**config.mk**
```make
export PLATFORM = sky130hd
export DESIGN_NAME = shift_sequencer
export DESIGN_NICKNAME = d
export VERILOG_FILES = /design/src/rtl/shift_seq_pkg.sv /design/src/rtl/shift_sequencer_shift_step.sv /design/src/rtl/shift_sequencer.sv
export SDC_FILE = /design/constraint.sdc
export NUM_CORES = 1
export LEC_CHECK = 0
export ABC_CLOCK_PERIOD_IN_PS = 3500
export CAP_MARGIN = 25
export CORE_MARGIN = 1.5
export CORE_UTILIZATION = 45
export CTS_BUF_LIST = sky130_fd_sc_hd__clkbuf_8
export DETAILED_ROUTE_END_ITERATION = 6
export GPL_TIMING_DRIVEN = 0
export PLACE_DENSITY = 0.78
export RECOVER_POWER = 25
export REMOVE_ABC_BUFFERS = 1
export SYNTH_ARGS = -nofsm -noshare
export SYNTH_HDL_FRONTEND = slang
export SYNTH_SLANG_ARGS = --single-unit
```
**constraint.sdc**
```tcl
create_clock -name clk -period 3.5 [get_ports clk]
set_input_delay 0.525 -clock clk [delete_from_list [all_inputs] [get_ports clk]]
set_output_delay 0.525 -clock clk [all_outputs]
set_load 0.01 [all_outputs]
```
**src/rtl/shift_seq_pkg.sv**
```systemverilog
// Shared types and constants for the shift sequencer and its one-step shifter.
package shift_seq_pkg;

  typedef enum logic [2:0] {
    OP_PASS = 3'b000,
    OP_SHL  = 3'b001,
    OP_SHR  = 3'b010,
    OP_ROL  = 3'b011,
    OP_ROR  = 3'b100,
    OP_ASR  = 3'b101,
    OP_CLR  = 3'b110,
    OP_RSVD = 3'b111
  } op_e;

  typedef enum logic [1:0] {
    IDLE  = 2'b00,
    SHIFT = 2'b01,
    DONE  = 2'b10
  } state_e;

  localparam logic [1:0] SEL_HOLD  = 2'b00;
  localparam logic [1:0] SEL_LEFT  = 2'b01;
  localparam logic [1:0] SEL_RIGHT = 2'b10;
  localparam logic [1:0] SEL_CLR   = 2'b11;

endpackage

```
**src/rtl/shift_sequencer_shift_step.sv**
```systemverilog
// Combinational single-position shifter: hold, left, right or clear.
module shift_step
  import shift_seq_pkg::*;
#(
  parameter int WIDTH = 4
) (
  input  logic [1:0]       sel,
  input  logic [WIDTH-1:0] f,
  input  logic             fill_l,
  input  logic             fill_r,
  output logic [WIDTH-1:0] s
);

  always_comb begin
    s = f;
    case (sel)
      SEL_LEFT:  s = {f[WIDTH-2:0], fill_l};
      SEL_RIGHT: s = {fill_r, f[WIDTH-1:1]};
      SEL_CLR:   s = '0;
      default:   s = f;
    endcase
  end

endmodule

```
**src/rtl/shift_sequencer.sv**
```systemverilog
// Multi-cycle controller sequencing a one-step shifter to perform N-position
// shifts and rotates; owns the operand register, step counter and op latch.
module shift_sequencer
  import shift_seq_pkg::*;
#(
  parameter int WIDTH = 4,
  parameter int CNT_W = 3
) (
  input  logic             clk,
  input  logic             rst_n,
  input  logic             start,
  input  logic [2:0]       op,
  input  logic [CNT_W-1:0] count,
  input  logic [WIDTH-1:0] din,
  input  logic             serial_in,
  output logic             busy,
  output logic             done,
  output logic [WIDTH-1:0] dout,
  output logic             serial_out
);

  state_e           state, state_nxt;
  op_e              op_q;
  op_e              op_in;
  logic [CNT_W-1:0] counter;
  logic [1:0]       sel;
  logic             fill_l, fill_r;
  logic             out_bit;
  logic [WIDTH-1:0] step_res;

  assign op_in = op_e'(op);

  always_ff @(posedge clk or negedge rst_n) begin
    if (!rst_n) state <= IDLE;
    else        state <= state_nxt;
  end

  always_comb begin
    state_nxt = state;
    case (state)
      IDLE: begin
        if (start) begin
          if (op_in == OP_CLR)                             state_nxt = SHIFT;
          else if (op_in == OP_PASS || op_in == OP_RSVD)   state_nxt = DONE;
          else if (count == '0)                            state_nxt = DONE;
          else                                             state_nxt = SHIFT;
        end
      end
      SHIFT:   if (counter == CNT_W'(1)) state_nxt = DONE;
      DONE:    state_nxt = IDLE;
      default: state_nxt = IDLE;
    endcase
  end

  always_comb begin
    busy = (state == SHIFT);
    done = (state == DONE);
  end

  // Step select, fill bits and the bit leaving the register, all from the latched op.
  always_comb begin
    sel     = SEL_HOLD;
    fill_l  = 1'b0;
    fill_r  = 1'b0;
    out_bit = 1'b0;
    case (op_q)
      OP_SHL: begin sel = SEL_LEFT;  fill_l = serial_in;      out_bit = dout[WIDTH-1]; end
      OP_ROL: begin sel = SEL_LEFT;  fill_l = dout[WIDTH-1];  out_bit = dout[WIDTH-1]; end
      OP_SHR: begin sel = SEL_RIGHT; fill_r = serial_in;      out_bit = dout[0];       end
      OP_ROR: begin sel = SEL_RIGHT; fill_r = dout[0];        out_bit = dout[0];       end
      OP_ASR: begin sel = SEL_RIGHT; fill_r = dout[WIDTH-1];  out_bit = dout[0];       end
      OP_CLR: begin sel = SEL_CLR; end
      default: sel = SEL_HOLD;
    endcase
  end

  shift_step #(.WIDTH(WIDTH)) u_step (
    .sel    (sel),
    .f      (dout),
    .fill_l (fill_l),
    .fill_r (fill_r),
    .s      (step_res)
  );

  always_ff @(posedge clk or negedge rst_n) begin
    if (!rst_n) begin
      dout       <= '0;
      serial_out <= 1'b0;
      counter    <= '0;
      op_q       <= OP_PASS;
    end else begin
      case (state)
        IDLE: if (start) begin
          dout       <= din;
          op_q       <= op_in;
          serial_out <= 1'b0;
          counter    <= (op_in == OP_CLR) ? CNT_W'(1) : count;
        end
        SHIFT: begin
          dout       <= step_res;
          serial_out <= out_bit;
          counter    <= counter - CNT_W'(1);
        end
        default: ;
      endcase
    end
  end

endmodule

```
Word level (Yosys, flattened, before mapping)
Index checks and enable logic that the tools add are counted.
{"block": "classes", "addsub": 1, "eq_ne": 18, "muxes": 18, "n_reduce_logical": 12}
{"op": "$eq A3 B3 Y1 const B", "count": 5}
{"op": "$pmux W4 S3", "count": 1}
{"op": "$mux W2", "count": 5}
{"op": "$pmux W4 S2", "count": 1}
{"op": "$eq A2 B2 Y1 const B", "count": 3}
{"op": "$eq A3 B1 Y1 const B", "count": 2}
{"op": "$eq A3 B2 Y1 const B", "count": 2}
{"op": "$logic_not A3 Y1", "count": 2}
{"op": "$mux W3", "count": 2}
{"op": "$pmux W1 S2", "count": 3}
{"op": "$pmux W2 S3", "count": 1}
{"op": "$pmux W3 S2", "count": 1}
{"op": "$reduce_and A2 Y1", "count": 3}
{"op": "$eq A2 B1 Y1 const B", "count": 2}
{"op": "$mux W4", "count": 1}
{"op": "$ne A4 B1 Y1 const B", "count": 1}
{"op": "$pmux W2 S2", "count": 1}
{"op": "$reduce_and A4 Y1", "count": 1}
{"op": "$ne A3 B3 Y1 const B", "count": 1}
{"op": "$pmux W1 S3", "count": 1}
{"op": "$reduce_and A3 Y1", "count": 1}
{"op": "$reduce_or A3 Y1", "count": 1}
{"op": "$sub A3 B1 Y3 const B", "count": 1}
{"op": "$logic_not A2 Y1", "count": 1}
{"op": "other kinds (6)", "count": 6}
{"block": "totals", "ff_bits": 13, "output_inout_bits": 7}

Longest topological paths before layout
{"block": "logic_depth", "word_depth": 6, "mapped_depth": 6}

By module
A second synthesis with hierarchy kept.
{"block": "hier_totals", "cells_unflattened": 85, "hier_area_um2": 860.8}
{"module": "shift_sequencer", "instances": 1, "cells_per_inst": 72, "area_each_um2": 759.5}
{"module": "shift_step", "instances": 1, "cells_per_inst": 13, "area_each_um2": 101.3}

Least setup slack after synthesis
Ideal clock, no wire load.
{"block": "synth_path", "kind": "reg2reg", "startpoint": "register op_q[2]", "endpoint": "register dout[0]", "setup_time_ns": 0.125, "arrival_ns": 1.448, "required_time_ns": 3.375, "slack_ns": 1.927, "path_stages_with_launch": 6, "period_less_slack_ns": 1.573, "cell_sequence": "dfrtp_1 -> buf_6 -> or3_4 -> a31oi_2 -> or2_4 -> mux2_4"}
{"block": "synth_between", "elab_chain_len": 6, "word_cells_on_any_way": 17, "classes_between": "10 x eq/ne; 4 x mux; 3 x reduce/logical"}
{"element": "from (decl)", "line_no": "shift_sequencer.sv:23", "source": "op_e op_q;"}
{"element": "from (signal assigned)", "line_no": "shift_sequencer.sv:95", "source": "op_q <= op_in;"}
{"element": "$eq A3 B3 Y1, or another cell as far along", "line_no": "shift_sequencer.sv:66", "source": "case (op_q)"}
{"element": "$reduce_or A3 Y1 (no line) / $reduce_or A2 Y1 (equally long branches)"}
{"element": "$pmux W2 S3", "line_no": "shift_sequencer.sv:66"}
{"element": "$eq A2 B2 Y1 / $eq A2 B1 Y1 (equally long branches)", "line_no": "shift_sequencer_shift_step.sv:16", "source": "case (sel)"}
{"element": "$pmux W4 S3 / $ne A4 B1 Y1 (equally long branches)"}
{"element": "$pmux W4 S2 / $reduce_and A3 Y1 (equally long branches)"}
{"element": "to (signal assigned)", "line_no": "shift_sequencer.sv:94", "source": "dout <= din;"}
{"element": "to (signal assigned)", "line_no": "shift_sequencer.sv:100", "source": "dout <= step_res;"}
{"element": "to (decl)", "line_no": "shift_sequencer.sv:18", "source": "output logic [WIDTH-1:0] dout,"}
Several ways; a longest one is shown, not always the timed one.
A chain may end at the register's enable or synchronous reset.

Worst setup path after layout
{"block": "layout_path", "startpoint": "register state[1]", "endpoint": "output port busy"}
{"block": "layout_between", "elab_chain_len": 1}
{"element": "from (decl)", "line_no": "shift_sequencer.sv:22", "source": "state_e state, state_nxt;"}
{"element": "from (signal assigned)", "line_no": "shift_sequencer.sv:35", "source": "else state <= state_nxt;"}
{"element": "$eq A2 B1 Y1", "line_no": "shift_sequencer.sv:56", "source": "busy = (state == SHIFT);"}
{"element": "to (decl)", "line_no": "shift_sequencer.sv:16", "source": "output logic busy,"}
Every way passes these cells.

==> qor.csv <==
metric;value;unit
grt_usage;19.5;%
drt_pass1_iterations;4;
pwr-share-clk;13.7;%
end_kind;output port;
drive_gt1_share;10.0;%
postCtsSetupBuffers;0;
clk_latency;0.24;ns
cts_tree;built;
hp-class;reg2reg;
regArea;325;um^2
die_h;47.1;um
area_growth;24.7;%
synth_seq_cells;13;
grt_pass1_wl;3.04;mm
crit_family;buffers and inverters;
final_common_cell;clkdlybuf4s50_1;
dp_hpwl;1.41;mm
drt-total-wl;1.88;mm
switching_share;40.8;%
crit_arrival;1.65;ns
grt.overflow.total;0;
numClockSinks;13;
clockBufferDepth;2;
drt.antenna.violating_nets;0;
required;2.97;ns
vdd_drop_max;0.591;mV
antenna_found_initial;0;
async_reset_ff_share;100;%
drc;0;
gp_congestion;0.793;
ctsHoldBuffers;0;
core;0.00178;mm^2
synth_area;876;um^2
synthCells;92;
synth_ff_type;dfrtp_1;
min_period_over_period;62.2;%
wl_per_cell;13.9;um
layout_min_cycle_time;2.18;ns
p_leak;0.000463;uW
worst-path-max-fanout;12;
cp_num_buf_inv;2;
io_pins;21;
start_kind;register;
timing.max_cap.violations;0;
layout_common_cells;clkdlybuf4s50_1, dfrtp_1, nand2_1;
p_per_area;872;mW/mm^2
fin_cells;135;
initial_core_util;49.1;%
crit_path_top_delay_cell;clkdlybuf4s50_1;
final_nets;127;
via_per_inst;5.79;
grt_max_degree;14;
status;completed;
fillers;151;
clk_pin_slew_worst_paths;0.06;ns
path_cells;nand2b_4, inv_2, clkdlybuf4s50_1;
port_buffers;20;
cts_root_buf;clkbuf_8;
fmax;459;MHz
worst_path_largest_cell_delay;0.54;ns
pwr-share-comb;50.6;%
synth_cell_types;39;
tightest_slew;0.605;ns
chipWidth;47.1;um
p_sw;389;uW
hold_viol;0;
cts_made_buffers;3;
clock_skew;0.00190;ns
worstSetupPathType;reg2out;
cts_resized;0;
rsz0062_at_grt;false;
drtIter0Drc;42;
yosysWarnings;0;
slew_violations;0;
p_seq_share;35.7;%
internal-power;563;uW
via_count;782;
placed_cells;131;
multi_input_area;472;um^2
die_area;0.00222;mm^2
grt_pass1_vias;661;
synth_area_per_cell;9.52;um^2
yosysSeqAreaShare;37.1;%
max_slew_margin;59.5;%
final.setup.tns;0;ns
num_antenna_cells;0;
dpl_cell_area;0.00105;mm^2
setup_viol;0;
ctsHtreeMaxLevel;1;
final_area;0.00109;mm^2
synth_edf_count;0;
rows;15;
[final cells by class]
| type | instances | share of cell area (%) |
|---|---|---|
| well taps | 25 | 2.86 |
| inverters | 5 | 1.72 |
| flip-flops and latches | 13 | 29.8 |
| clock buffers | 3 | 3.78 |
| clock inverters | 1 | 0.344 |
| multi-input cells | 68 | 43.2 |
| repair buffers | 20 | 18.3 |
[power groups by stage]
stage	registers (uW)	logic, uW	clock network, uW
after floorplan	325	318	0
after global placement	332	468	0
after detailed placement	339	477	0
after CTS	338	481	132
after global routing	354	535	140
final	340	482	130
[metrics by stage]
stage / util [%] / setup slack, ns / power, uW / hold slack, ns
floorplan: - / 1.95 / 642 / 0.229
global placement: 58.7 / 1.47 / 800 / 0.500
detailed placement: 58.7 / 1.44 / 816 / 0.513
CTS: 61.3 / 1.33 / 951 / 0.524
global route: 61.3 / 1.25 / 1030 / 0.567
finish: 61.3 / 1.32 / 952 / 0.523
[path summary, 6_finish.rpt]
path	start	end	slack, ns	depth (start not counted)
max	state[1]	busy	1.32	3
min	serial_out	serial_out	0.52	2
max reg2reg	op_q[2]	dout[0]	1.85	4
min reg2reg	serial_out	serial_out	0.52	2
max in group asynchronous	rst_n	serial_out	2.37	1
min in group asynchronous	rst_n	state[0]	0.73	1
[routing by layer]
layer | wire, um | vias up | global-route usage, %
met5 | 0 | - | 0
li1 | - | 374 | -
met4 | 28 | 0 | 9.44
met1 | 895 | 383 | 28.9
met3 | 70 | 4 | 1.15
met2 | 889 | 21 | 28.8
[synth_stat cells, types with 2 or more instances]
master	count	share of area [%]
nand2_1	12	5.1
a222oi_1	2	2.3
nor2b_1	4	2.9
dfrtp_1	13	37
buf_4	2	1.7
o21ai_1	2	1.1
a31oi_1	3	2.1
nand3b_1	4	3.4
ha_1	2	2.9
o21ai_0	2	1.1
o22ai_1	2	1.4
nor2_1	5	2.1
nand3_1	3	1.7
inv_1	4	1.7
nand2b_1	2	1.4
buf_6	4	5.1
a221oi_1	2	2.0
mux2i_1	3	3.4
[logic make-up after synthesis]
| family | Yosys count | synth area share, % |
|---|---|---|
| compound gates | 23 | 19.9 |
| fa+ha+maj | 2 | 2.86 |
| buf+inv | 11 | 9.00 |
| flops | 13 | 37.1 |
| mux | 4 | 5.14 |
| simple gates | 39 | 26.0 |
[state kept, by name, summed over array words and instances (netlist names)]
register and flops:
serial_out 1, dout 4, counter 3, op_q 3
state 2
[worst register-to-register path, cell delays in order (launching register included)]
cell	delay (ns)
dfrtp_1	0.47
or3_4	0.43
a31oi_2	0.17
or2_4	0.17
mux2_4	0.29
(Power assumes the default switching activity.)
